File: src/rtl/red_seq_ctrl.sv
// red_seq_ctrl: multi-cycle byte-reduction sequencer sharing one SLICE_W-bit adder slice.
// Optional abort input enabled by defining RED_SEQ_FLUSH_EN.
module red_seq_ctrl #(
  parameter int SLICE_W = 4
) (
  input  logic        clk,
  input  logic        rst_n,
  input  logic        start,
  input  logic [15:0] A,
  input  logic [15:0] B,
`ifdef RED_SEQ_FLUSH_EN
  input  logic        flush,
`endif
  output logic        busy,
  output logic        done,
  output logic [15:0] Out
);
  if (SLICE_W != 4 && SLICE_W != 2) begin : g_bad_w
    $error("red_seq_ctrl: SLICE_W must be 4 or 2");
  end
  typedef enum logic [2:0] {IDLE, UPPER, LOWER, FINAL, DONE} state_t;
  localparam logic [2:0] HALF_N = 3'(8 / SLICE_W);
  localparam logic [2:0] FULL_N = 3'(12 / SLICE_W);
  state_t state_q, state_d;
  logic [2:0] cnt_q, cnt_d;
  logic carry_q, carry_d;
  logic [15:0] a_q, a_d, b_q, b_d, out_q, out_d;
  logic [8:0] u_q, u_d, l_q, l_d;
  logic [12:0] f_q, f_d;
  logic [11:0] xa, xb;
  logic [3:0] base;
  logic [SLICE_W-1:0] sa, sb, s;
  logic cin, cout, last, flush_w;
`ifdef RED_SEQ_FLUSH_EN
  assign flush_w = flush;
`else
  assign flush_w = 1'b0;
`endif
  always_ff @(posedge clk or negedge rst_n) begin
    if (!rst_n) begin
      state_q <= IDLE;
      cnt_q   <= '0;
      carry_q <= 1'b0;
      a_q     <= '0;
      b_q     <= '0;
      u_q     <= '0;
      l_q     <= '0;
      f_q     <= '0;
      out_q   <= '0;
    end else begin
      state_q <= state_d;
      cnt_q   <= cnt_d;
      carry_q <= carry_d;
      a_q     <= a_d;
      b_q     <= b_d;
      u_q     <= u_d;
      l_q     <= l_d;
      f_q     <= f_d;
      out_q   <= out_d;
    end
  end
  // The final phase adds U and L sign-extended from bit 8 to 12 bits.
  always_comb begin
    xa = state_q == UPPER ? {4'h0, a_q[15:8]} : state_q == LOWER ? {4'h0, a_q[7:0]} : {{3{u_q[8]}}, u_q};
    xb = state_q == UPPER ? {4'h0, b_q[15:8]} : state_q == LOWER ? {4'h0, b_q[7:0]} : {{3{l_q[8]}}, l_q};
    base = 4'(cnt_q) * 4'(SLICE_W);
    sa = xa[base +: SLICE_W];
    sb = xb[base +: SLICE_W];
    cin = (cnt_q != 3'd0) & carry_q;
    {cout, s} = {1'b0, sa} + {1'b0, sb} + {{SLICE_W{1'b0}}, cin};
    last = cnt_q == (state_q == FINAL ? FULL_N - 3'd1 : HALF_N - 3'd1);
    state_d = state_q;
    cnt_d = cnt_q;
    carry_d = carry_q;
    a_d = a_q;
    b_d = b_q;
    u_d = u_q;
    l_d = l_q;
    f_d = f_q;
    out_d = out_q;
    if (flush_w) begin
      state_d = IDLE;
      cnt_d = '0;
      carry_d = 1'b0;
    end else if (state_q == IDLE || state_q == DONE) begin
      state_d = start ? UPPER : IDLE;
      cnt_d = '0;
      carry_d = 1'b0;
      a_d = start ? A : a_q;
      b_d = start ? B : b_q;
    end else begin
      cnt_d = last ? 3'd0 : cnt_q + 3'd1;
      carry_d = cout;
      if (state_q == UPPER) begin
        u_d[base +: SLICE_W] = s;
        u_d[8] = last ? cout : u_q[8];
      end
      if (state_q == LOWER) begin
        l_d[base +: SLICE_W] = s;
        l_d[8] = last ? cout : l_q[8];
      end
      if (state_q == FINAL) begin
        f_d[base +: SLICE_W] = s;
        f_d[12] = last ? cout : f_q[12];
        out_d = last ? {{3{f_d[12]}}, f_d} : out_q;
      end
      state_d = !last ? state_q : state_q == UPPER ? LOWER : state_q == LOWER ? FINAL : DONE;
    end
  end
  always_comb begin
    busy = state_q == UPPER || state_q == LOWER || state_q == FINAL;
    done = state_q == DONE;
    Out = out_q;
  end
endmodule
File: config.mk
export PLATFORM = sky130hd
export DESIGN_NAME = red_seq_ctrl
export DESIGN_NICKNAME = d
export VERILOG_FILES = /design/src/rtl/red_seq_ctrl.sv
export SDC_FILE = /design/constraint.sdc
export NUM_CORES = 1
export LEC_CHECK = 0
export ABC_CLOCK_PERIOD_IN_PS = 3540
export CAP_MARGIN = 10
export CORE_ASPECT_RATIO = 1.2
export CORE_MARGIN = 2
export CORE_UTILIZATION = 55
export CTS_CLUSTER_DIAMETER = 40
export DETAILED_ROUTE_END_ITERATION = 7
export GPL_ROUTABILITY_DRIVEN = 0
export GPL_TIMING_DRIVEN = 1
export PLACE_DENSITY_LB_ADDON = 0.05
export SYNTH_ARGS = -nofsm -noshare
export SYNTH_HDL_FRONTEND = slang
export SYNTH_SLANG_ARGS = --single-unit
File: constraint.sdc
create_clock -name clk -period 3.54 [get_ports clk]
set_input_delay 1.062 -clock clk [delete_from_list [all_inputs] [get_ports clk]]
set_output_delay 1.062 -clock clk [all_outputs]
set_load 0.02 [all_outputs]
==> summary.txt, run 1 <==
Clocking
  – CTS Buffer Depth: 2
  – Reg clk slew, reported paths: 0.09 ns
  – Worst-Skew Late Latency: between 0.3 and 0.4 ns
  – Clock sinks: between 80 and 90
  – CTS tree: built
  – Root Buffer: clkbuf_8
  – Post CTS Setup Buffer Count: 0
  – H-tree levels: 3
  – Num CTS Buffers: 9
  – Resize count post-CTS: 0
  – CTS Hold Bufs: 0

Synthesis
  – Synth Cell Area: 4190 um2
  – Netlist cell types: 54
  – Synth Instances: 383
  – Ys Warns: 0
  – Number of synthesized flops with an enable pin: 0
  – FF+latch count, synth: between 80 and 90
  – Seq/Total Area, Yosys: 0.490
  – Post-Syn Nets: about 430
  – Mapped Avg Cell Area: between 10 and 15 um2
  – FFs w/ async S/R, synth: 1.00
  – Most used DFF post-synth: dfrtp_1

Power
  – LEAKAGE: about 2.1 nW
  – Flop pwr share: 0.337
  – VDD IR max: between 500 and 600 uV
  – Logic gate share of total power: 0.511
  – Int Pwr: 2.82 mW
  – Clk pwr share: 0.152
  – Tot Pwr: approximately 5 mW
  – Pwr Density: between 900 and 1000 nW/um2
  – Sw Ratio: 0.422
  – Psw: between 2 and 2.5 mW

Worst setup path
  – Crit path required time: roughly 3.8 ns
  – Critical-path top delay cell: dfrtp_1
  – Critical path endpoint category: register
  – Top cell family by delay on the critical path: adder cells
  – CP startpoint kind: register
  – CP max FO: 12
  – Critical path buffers and inverters: 0
  – Critical Path, Cell by Cell: or2_2 -> a221oi_1 -> nor2_1 -> o2111a_1 -> fa_1 -> fa_1 -> xor2_1 -> nor2_1 -> mux2_1
  – Worst r2r path cells: 9
  – Largest stage delay, worst path: approximately 0.5 ns
  – Worst EP arrival: between 3 and 4 ns
  – Flop2flop setup slack: ~0.24 ns
  – Critical path type: register to register
  – Reg-to-Reg Start: cnt_q[0]$_DFF_PN0_
  – Worst flop-to-flop path endpoint: l_q[6]$_DFFE_PN0P_

Timing
  – Final period utilization: 0.932
  – Setup violators final: 0
  – Worst-margin pin slew: a little over 1 ns
  – Clk_skew: about 0.014 ns
  – RSZ-0062 raised after global routing: false
  – Fin crit period: around 3.3 ns
  – Fin Setup TNS: 0 ns
  – Worst slew margin: 0.328
  – Final hold vios: 0
  – Min Hold Slack: 0.470 ns
  – F_max: between 300 and 400 MHz
  – Slew Limit Fails: 0

Finish
  – Non-Filler Instances: ~520
  – Layout cells sized above 1: 0.157
  – Design Area, Final: approximately 5000 um2
  – Area Overhead vs Synth: 18.7%
  – Ant diodes: 0
  – Layout fillers: ~600
  – Nets@finish: 473

Floorplan
  – Core Area: between 7000 and 8000 um2
  – Die W: roughly 84 um
  – Row count: 34
  – Boundary pin count: 53
  – Die Height: ~100 um
  – Die area: roughly 8300 um2
  – Initial core utilization: 0.573

Drt
  – Pre-antenna DRT Iters: 5
  – Vias per inst: around 6
  – Drt total wl: around 9400 um
  – Routed vias: 3140
  – Number of remaining DRC errors: 0
  – DRT iter0 DRCs: about 200
  – Post-route antenna net violation count: 0
  – WL/cell: between 15 and 20 um

Placement
  – HPWL after DPL: roughly 7000 um
  – Placed inst area: 4750 um2
  – Port Buffers: 52
  – DP Cell Count: roughly 510

Global routing
  – Largest net degree at the start of global routing: between 80 and 90
  – Global Route Usage Sum: 0.239
  – Vias in the first global route: 3075
  – Antenna violations before repair: 0
  – Total gr overflow: 0
  – First-pass GRT wire length: about 16000 um

Min path
  – Hold endpoint: Out[7]$_DFFE_PN0P_
  – Worst hold path type: register to register
  – Worst Min Path Start: Out[7]$_DFFE_PN0P_
  – Hold Path Depth: 2

Run status
  – Outcome: completed

Flow run
  – Max-Cap Viols: 0
cells in the mapped netlist, types with 2 or more instances:
master,n,area [um2]
o21ai_0,19,95.1
xnor2_1,2,17.5
nor2b_1,6,37.5
dfrtp_1,82,2050
a221oi_1,4,35.0
mux2i_1,4,40.0
a311oi_1,3,26.3
nand3_1,4,20.0
ha_1,7,87.6
mux2_2,33,372
nand3b_1,3,22.5
a22o_1,6,52.6
clkbuf_2,2,10.0
nor3_1,2,10.0
o21ai_1,7,35.0
a22oi_1,3,22.5
clkbuf_1,6,22.5
o221ai_1,19,166
inv_1,10,37.5
a21oi_1,18,90.1
and2_1,2,12.5
buf_2,13,65.1
mux2_1,12,135
nor3b_2,2,25.0
nand4_1,3,18.8
nand2b_1,8,50.1
o22ai_1,6,37.5
a211oi_1,2,15.0
a31oi_1,5,31.3
a21o_1,3,22.5
nor2_1,22,82.6
buf_4,5,37.5
a311o_1,3,30.0
fa_1,2,40.0
o31ai_1,4,30.0
o21a_1,3,22.5
nand2_1,31,116
registers in the layout (all words and copies together) (netlist names):
signal and flops:
cnt_q 3, carry_q 1, u_q 9, state_q 3, b_q 16, l_q 9
a_q 16, Out 13, f_q 12
per-stage QoR:
stage                      util  worst slack, ns
after floorplan               -            0.513
after global placement    0.650            0.373
after detailed placement  0.650            0.238
after CTS                 0.680            0.137
after global routing      0.680            0.121
final                     0.680            0.241
per-layer routing:
metal  GRT usage  vias to the layer above  share of wire
met1       0.313                     1527           0.45
met2       0.391                       85           0.49
met4      0.0881                        0          0.023
met5           0                        -              0
met3      0.0531                       22          0.043
li1            -                     1506              -
cells by family (layout without fill, tap and decap cells):
family          Yosys count  after routing  synth area share
compound gates          108            108             0.179
simple gates             93             93             0.118
flops                    82             82             0.490
mux                      50             50             0.134
buf+inv                  38             89            0.0430
fa+ha+maj                 9              9            0.0305
xor+xnor                  3              3           0.00627
cells in the final DEF, fill, tap and decap left out, types with 3 or more instances in the layout:
master	netlist	layout
mux2_1	12	12
o221ai_1	19	19
buf_4	5	10
clkinv_4	0	3
nor2_1	22	22
a311o_1	3	3
a21o_1	3	3
a311oi_1	3	3
mux2_2	33	33
nand2b_1	8	8
a22o_1	6	6
nand4_1	3	3
o21ai_1	7	7
nand3_1	4	4
o31ai_1	4	4
nor2b_1	6	6
clkdlybuf4s50_1	0	51
o21ai_0	19	19
o21a_1	3	3
nand2_1	31	31
ha_1	7	7
inv_1	10	10
nand3b_1	3	3
a221oi_1	4	4
a21oi_1	18	18
mux2i_1	4	4
dfrtp_1	82	81
a31oi_1	5	5
clkbuf_8	0	9
o22ai_1	6	6
a22oi_1	3	3
area by class of cell:
| cell class | instances | area [um2] | area share |
|---|---|---|---|
| multi-input combinational | 263 | 1960 | 0.394 |
| timing repair buffer | 61 | 586 | 0.118 |
| clock buffer | 10 | 128 | 0.0257 |
| sequential | 82 | 2050 | 0.413 |
| inverter | 12 | 45.0 | 0.00906 |
| clock inverter | 6 | 91.3 | 0.0184 |
| tap | 90 | 113 | 0.0226 |
power groups by stage:
stage,Combinational [mW],Clock [mW],Sequential [mW]
3_3_place_gp,2.42,0,1.64
4_1_cts,2.49,0.752,1.64
5_1_grt,2.73,0.797,1.70
3_5_place_dp,2.48,0,1.66
2_1_floorplan,1.79,0,1.60
6_report,2.49,0.740,1.64
worst register-to-register path, stage by stage (launching register included):
cell and delay, ns:
dfrtp_1 0.50, or2_2 0.37, a221oi_1 0.35, nor2_1 0.10, o2111a_1 0.27, fa_1 0.46
fa_1 0.42, xor2_1 0.30, nor2_1 0.14, mux2_1 0.30
worst max path at each step:
| stage | start | endpoint | slack (ns) | cells past startpoint |
|---|---|---|---|---|
| final | cnt_q[0]$_DFF_PN0_ | l_q[6]$_DFFE_PN0P_ | 0.24 | 9 |
| after global routing | cnt_q[0]$_DFF_PN0_ | l_q[6]$_DFFE_PN0P_ | 0.12 | 9 |
| after CTS | state_q[2]$_DFFE_PN0P_ | done | 0.14 | 3 |
| after detailed placement | state_q[2]$_DFFE_PN0P_ | l_q[6]$_DFFE_PN0P_ | 0.24 | 9 |
| after global placement | state_q[2]$_DFFE_PN0P_ | l_q[6]$_DFFE_PN0P_ | 0.37 | 9 |
| after floorplan | cnt_q[0]$_DFF_PN0_ | l_q[6]$_DFFE_PN0P_ | 0.51 | 10 |
No activity file was read; power rests on OpenSTA's default activity.
==> inputs of run 2 (changes only) <==
--- a/config.mk
+++ b/config.mk
@@ -11,6 +11,7 @@
 export CORE_MARGIN = 2
 export CORE_UTILIZATION = 55
 export CTS_CLUSTER_DIAMETER = 40
+export CTS_CLUSTER_SIZE = 40
 export DETAILED_ROUTE_END_ITERATION = 7
 export GPL_ROUTABILITY_DRIVEN = 0
 export GPL_TIMING_DRIVEN = 1
==> results of run 2 <==
No change in the layout: final DEF, timing and power equal those of run 1.
==> inputs of run 3 (changes only) <==
--- a/config.mk
+++ b/config.mk
@@ -10,12 +10,14 @@
 export CORE_ASPECT_RATIO = 1.2
 export CORE_MARGIN = 2
 export CORE_UTILIZATION = 55
+export CTS_BUF_LIST = sky130_fd_sc_hd__clkbuf_16
 export CTS_CLUSTER_DIAMETER = 40
 export CTS_CLUSTER_SIZE = 40
 export DETAILED_ROUTE_END_ITERATION = 7
 export GPL_ROUTABILITY_DRIVEN = 0
 export GPL_TIMING_DRIVEN = 1
 export PLACE_DENSITY_LB_ADDON = 0.05
+export SKIP_LAST_GASP = 1
 export SYNTH_ARGS = -nofsm -noshare
 export SYNTH_HDL_FRONTEND = slang
 export SYNTH_SLANG_ARGS = --single-unit
==> run 3 against run 2 <==
Net effect:
- sequential power barely moved
- combinational power barely moved
- clock-buffer cell count shrank 1
- total power is 5.5% higher
- routed wire length up 1.8%
- critical path type unchanged
==> summary.txt, run 3 (synthesized netlist as in run 1, its figures left out) <==
Power
  – Clk pwr share: 0.192 (was 0.152)
  – Pwr Density: 1010 nW/um2 (was 981 nW/um2)
  – VDD IR max: 582 uV (was 518 uV)
  – Tot Pwr: 5.15 mW (was 4.88 mW)
  – Flop pwr share: 0.321 (was 0.337)
  – Int Pwr: 3.04 mW (was 2.82 mW)
  – Logic gate share of total power: 0.487 (was 0.511)
  – LEAKAGE: 2.14 nW (was 2.09 nW)
  – Psw: 2.10 mW (was 2.06 mW)
  – Sw Ratio: 0.409 (was 0.422)

Drt
  – Post-route antenna net violation count: 0 (unchanged)
  – Drt total wl: 9560 um (was 9390 um)
  – WL/cell: 18.2 um (was 17.9 um)
  – DRT iter0 DRCs: 264 (was 201)
  – Number of remaining DRC errors: 0 (unchanged)
  – Vias per inst: 6.04 (was 5.99)
  – Pre-antenna DRT Iters: 4 (was 5)
  – Routed vias: 3163 (was 3140)

Global routing
  – Global Route Usage Sum: 0.241 (was 0.239)
  – Total gr overflow: 0 (unchanged)
  – Vias in the first global route: 3118 (was 3075)
  – Largest net degree at the start of global routing: 83 (unchanged)
  – First-pass GRT wire length: 15800 um (was 15600 um)
  – Antenna violations before repair: 0 (unchanged)

Floorplan
  – Die Height: 99.6 um (unchanged)
  – Die W: 83.7 um (unchanged)
  – Row count: 34 (unchanged)
  – Core Area: 7320 um2 (unchanged)
  – Die area: 8340 um2 (unchanged)
  – Initial core utilization: 0.573 (unchanged)
  – Boundary pin count: 53 (unchanged)

Finish
  – Layout fillers: 585 (was 597)
  – Register Area: 2050 um2 (unchanged)
  – Area Overhead vs Synth: 21.1% (was 18.7%)
  – Leading cell type in the layout, fill and taps excluded: dfrtp_1 (unchanged)
  – Nets@finish: 473 (unchanged)
  – Most frequent cells in the layout: dfrtp_1, clkdlybuf4s50_1, mux2_2 (unchanged)
  – Ant diodes: 0 (unchanged)
  – Design Area, Final: 5070 um2 (was 4970 um2)
  – Layout cells sized above 1: 0.157 (unchanged)
  – Area of the multi-input gates: 1960 um2 (unchanged)
  – Finished Core Util: 0.694 (was 0.680)
  – Non-Filler Instances: 524 (unchanged)

Placement
  – DP Worst Slack: 0.238 ns (unchanged)
  – DP Cell Count: 508 (unchanged)
  – Port Buffers: 52 (unchanged)
  – HPWL after DPL: 6970 um (unchanged)
  – Placed inst area: 4750 um2 (unchanged)

Timing
  – Clk_skew: 0.00845 ns (was 0.0140 ns)
  – Fin crit period: 3.28 ns (was 3.30 ns)
  – Final hold vios: 0 (unchanged)
  – Final WS setup: 0.259 ns (was 0.241 ns)
  – Min Hold Slack: 0.464 ns (was 0.470 ns)
  – Setup violators final: 0 (unchanged)
  – F_max: 305 MHz (was 303 MHz)
  – Final period utilization: 0.927 (was 0.932)
  – Worst slew margin: 0.331 (was 0.328)
  – RSZ-0062 raised after global routing: false (unchanged)
  – Fin Setup TNS: 0 ns (unchanged)
  – Worst-margin pin slew: 1.00 ns (was 1.01 ns)
  – Slew Limit Fails: 0 (unchanged)

Min path
  – Worst hold path type: register to register (unchanged)
  – Hold endpoint: Out[7]$_DFFE_PN0P_ (unchanged)
  – Worst Min Path Start: Out[7]$_DFFE_PN0P_ (unchanged)
  – Hold Path Depth: 2 (unchanged)

Run status
  – Outcome: completed (unchanged)

Clocking
  – Root Buffer: clkbuf_16 (was clkbuf_8)
  – CTS Buffer Depth: 2 (unchanged)
  – Clock sinks: 82 (unchanged)
  – H-tree levels: 3 (unchanged)
  – CTS tree: built (unchanged)
  – Num CTS Buffers: 9 (unchanged)
  – Worst-Skew Late Latency: 0.33 ns (was 0.36 ns)
  – Reg clk slew, reported paths: 0.06 ns (was 0.09 ns)
  – CTS Hold Bufs: 0 (unchanged)

Worst setup path
  – Worst EP arrival: 3.50 ns (was 3.55 ns)
  – Worst flop-to-flop path endpoint: l_q[6]$_DFFE_PN0P_ (unchanged)
  – Critical path type: register to register (unchanged)
  – CP max FO: 12 (unchanged)
  – Critical path endpoint category: register (unchanged)
  – Worst r2r path cells: 9 (unchanged)
  – Critical-path top delay cell: dfrtp_1 (unchanged)
  – Reg-to-Reg Start: cnt_q[0]$_DFF_PN0_ (unchanged)
  – Crit path required time: 3.76 ns (was 3.79 ns)
  – CP startpoint kind: register (unchanged)
  – Flop2flop setup slack: 0.26 ns (was 0.24 ns)
  – Critical Path, Cell by Cell: or2_2 -> a221oi_1 -> nor2_1 -> o2111a_1 -> fa_1 -> fa_1 -> xor2_1 -> nor2_1 -> mux2_1 (unchanged)
  – Largest stage delay, worst path: 0.50 ns (about the same)

Flow run
  – Max-Cap Viols: 0 (unchanged)
[run 3: routing by layer]
layer	up-vias	GRT usage	wire, um
met1	1543	0.317	4220
met3	20	0.0415	420
met2	90	0.402	4710
met4	0	0.0918	209
met5	-	0	0
li1	1510	-	-
[run 3: area by class of cell]
| cell class | count | share of cell area |
|---|---|---|
| Clock buffer | 9 | 0.0444 |
| Tap cell | 90 | 0.0222 |
| Sequential cell | 82 | 0.405 |
| Multi-Input combinational cell | 263 | 0.386 |
| Clock inverter | 7 | 0.0187 |
| Inverter | 12 | 0.00888 |
| Timing Repair Buffer | 61 | 0.115 |
[run 3: how the worst max path moves through the flow]
stage / startpoint / endpoint / slack, ns / depth (start not counted)
floorplan: cnt_q[0]$_DFF_PN0_ / l_q[6]$_DFFE_PN0P_ / 0.51 / 10
finish: cnt_q[0]$_DFF_PN0_ / l_q[6]$_DFFE_PN0P_ / 0.26 / 9
detailed placement: state_q[2]$_DFFE_PN0P_ / l_q[6]$_DFFE_PN0P_ / 0.24 / 9
global route: cnt_q[0]$_DFF_PN0_ / l_q[6]$_DFFE_PN0P_ / 0.13 / 9
CTS: state_q[2]$_DFFE_PN0P_ / done / 0.17 / 3
global placement: state_q[2]$_DFFE_PN0P_ / l_q[6]$_DFFE_PN0P_ / 0.37 / 9
[run 3: timing repair]
item,4_1_cts,5_1_grt
resized for setup,0,1
setup endpoints to repair,0,4
setup buffers,0,0
[run 3: power by group through the flow]
stage	sequential, mW	clock, mW	combinational, mW
floorplan	1.60	0	1.79
global placement	1.64	0	2.42
detailed placement	1.66	0	2.48
CTS	1.65	0.996	2.50
global route	1.71	1.04	2.73
finish	1.65	0.986	2.51
[run 3: worst max-delay path, delay by kind of cell (launching register included)]
kind	cells	cell delay [ns]
AND/OR/NAND/NOR	3	0.60
XOR/XNOR	1	0.29
AO/OA/AOI/OAI	2	0.61
flip-flops	1	0.50
multiplexers	1	0.30
adder cells (fa/ha/maj)	2	0.88
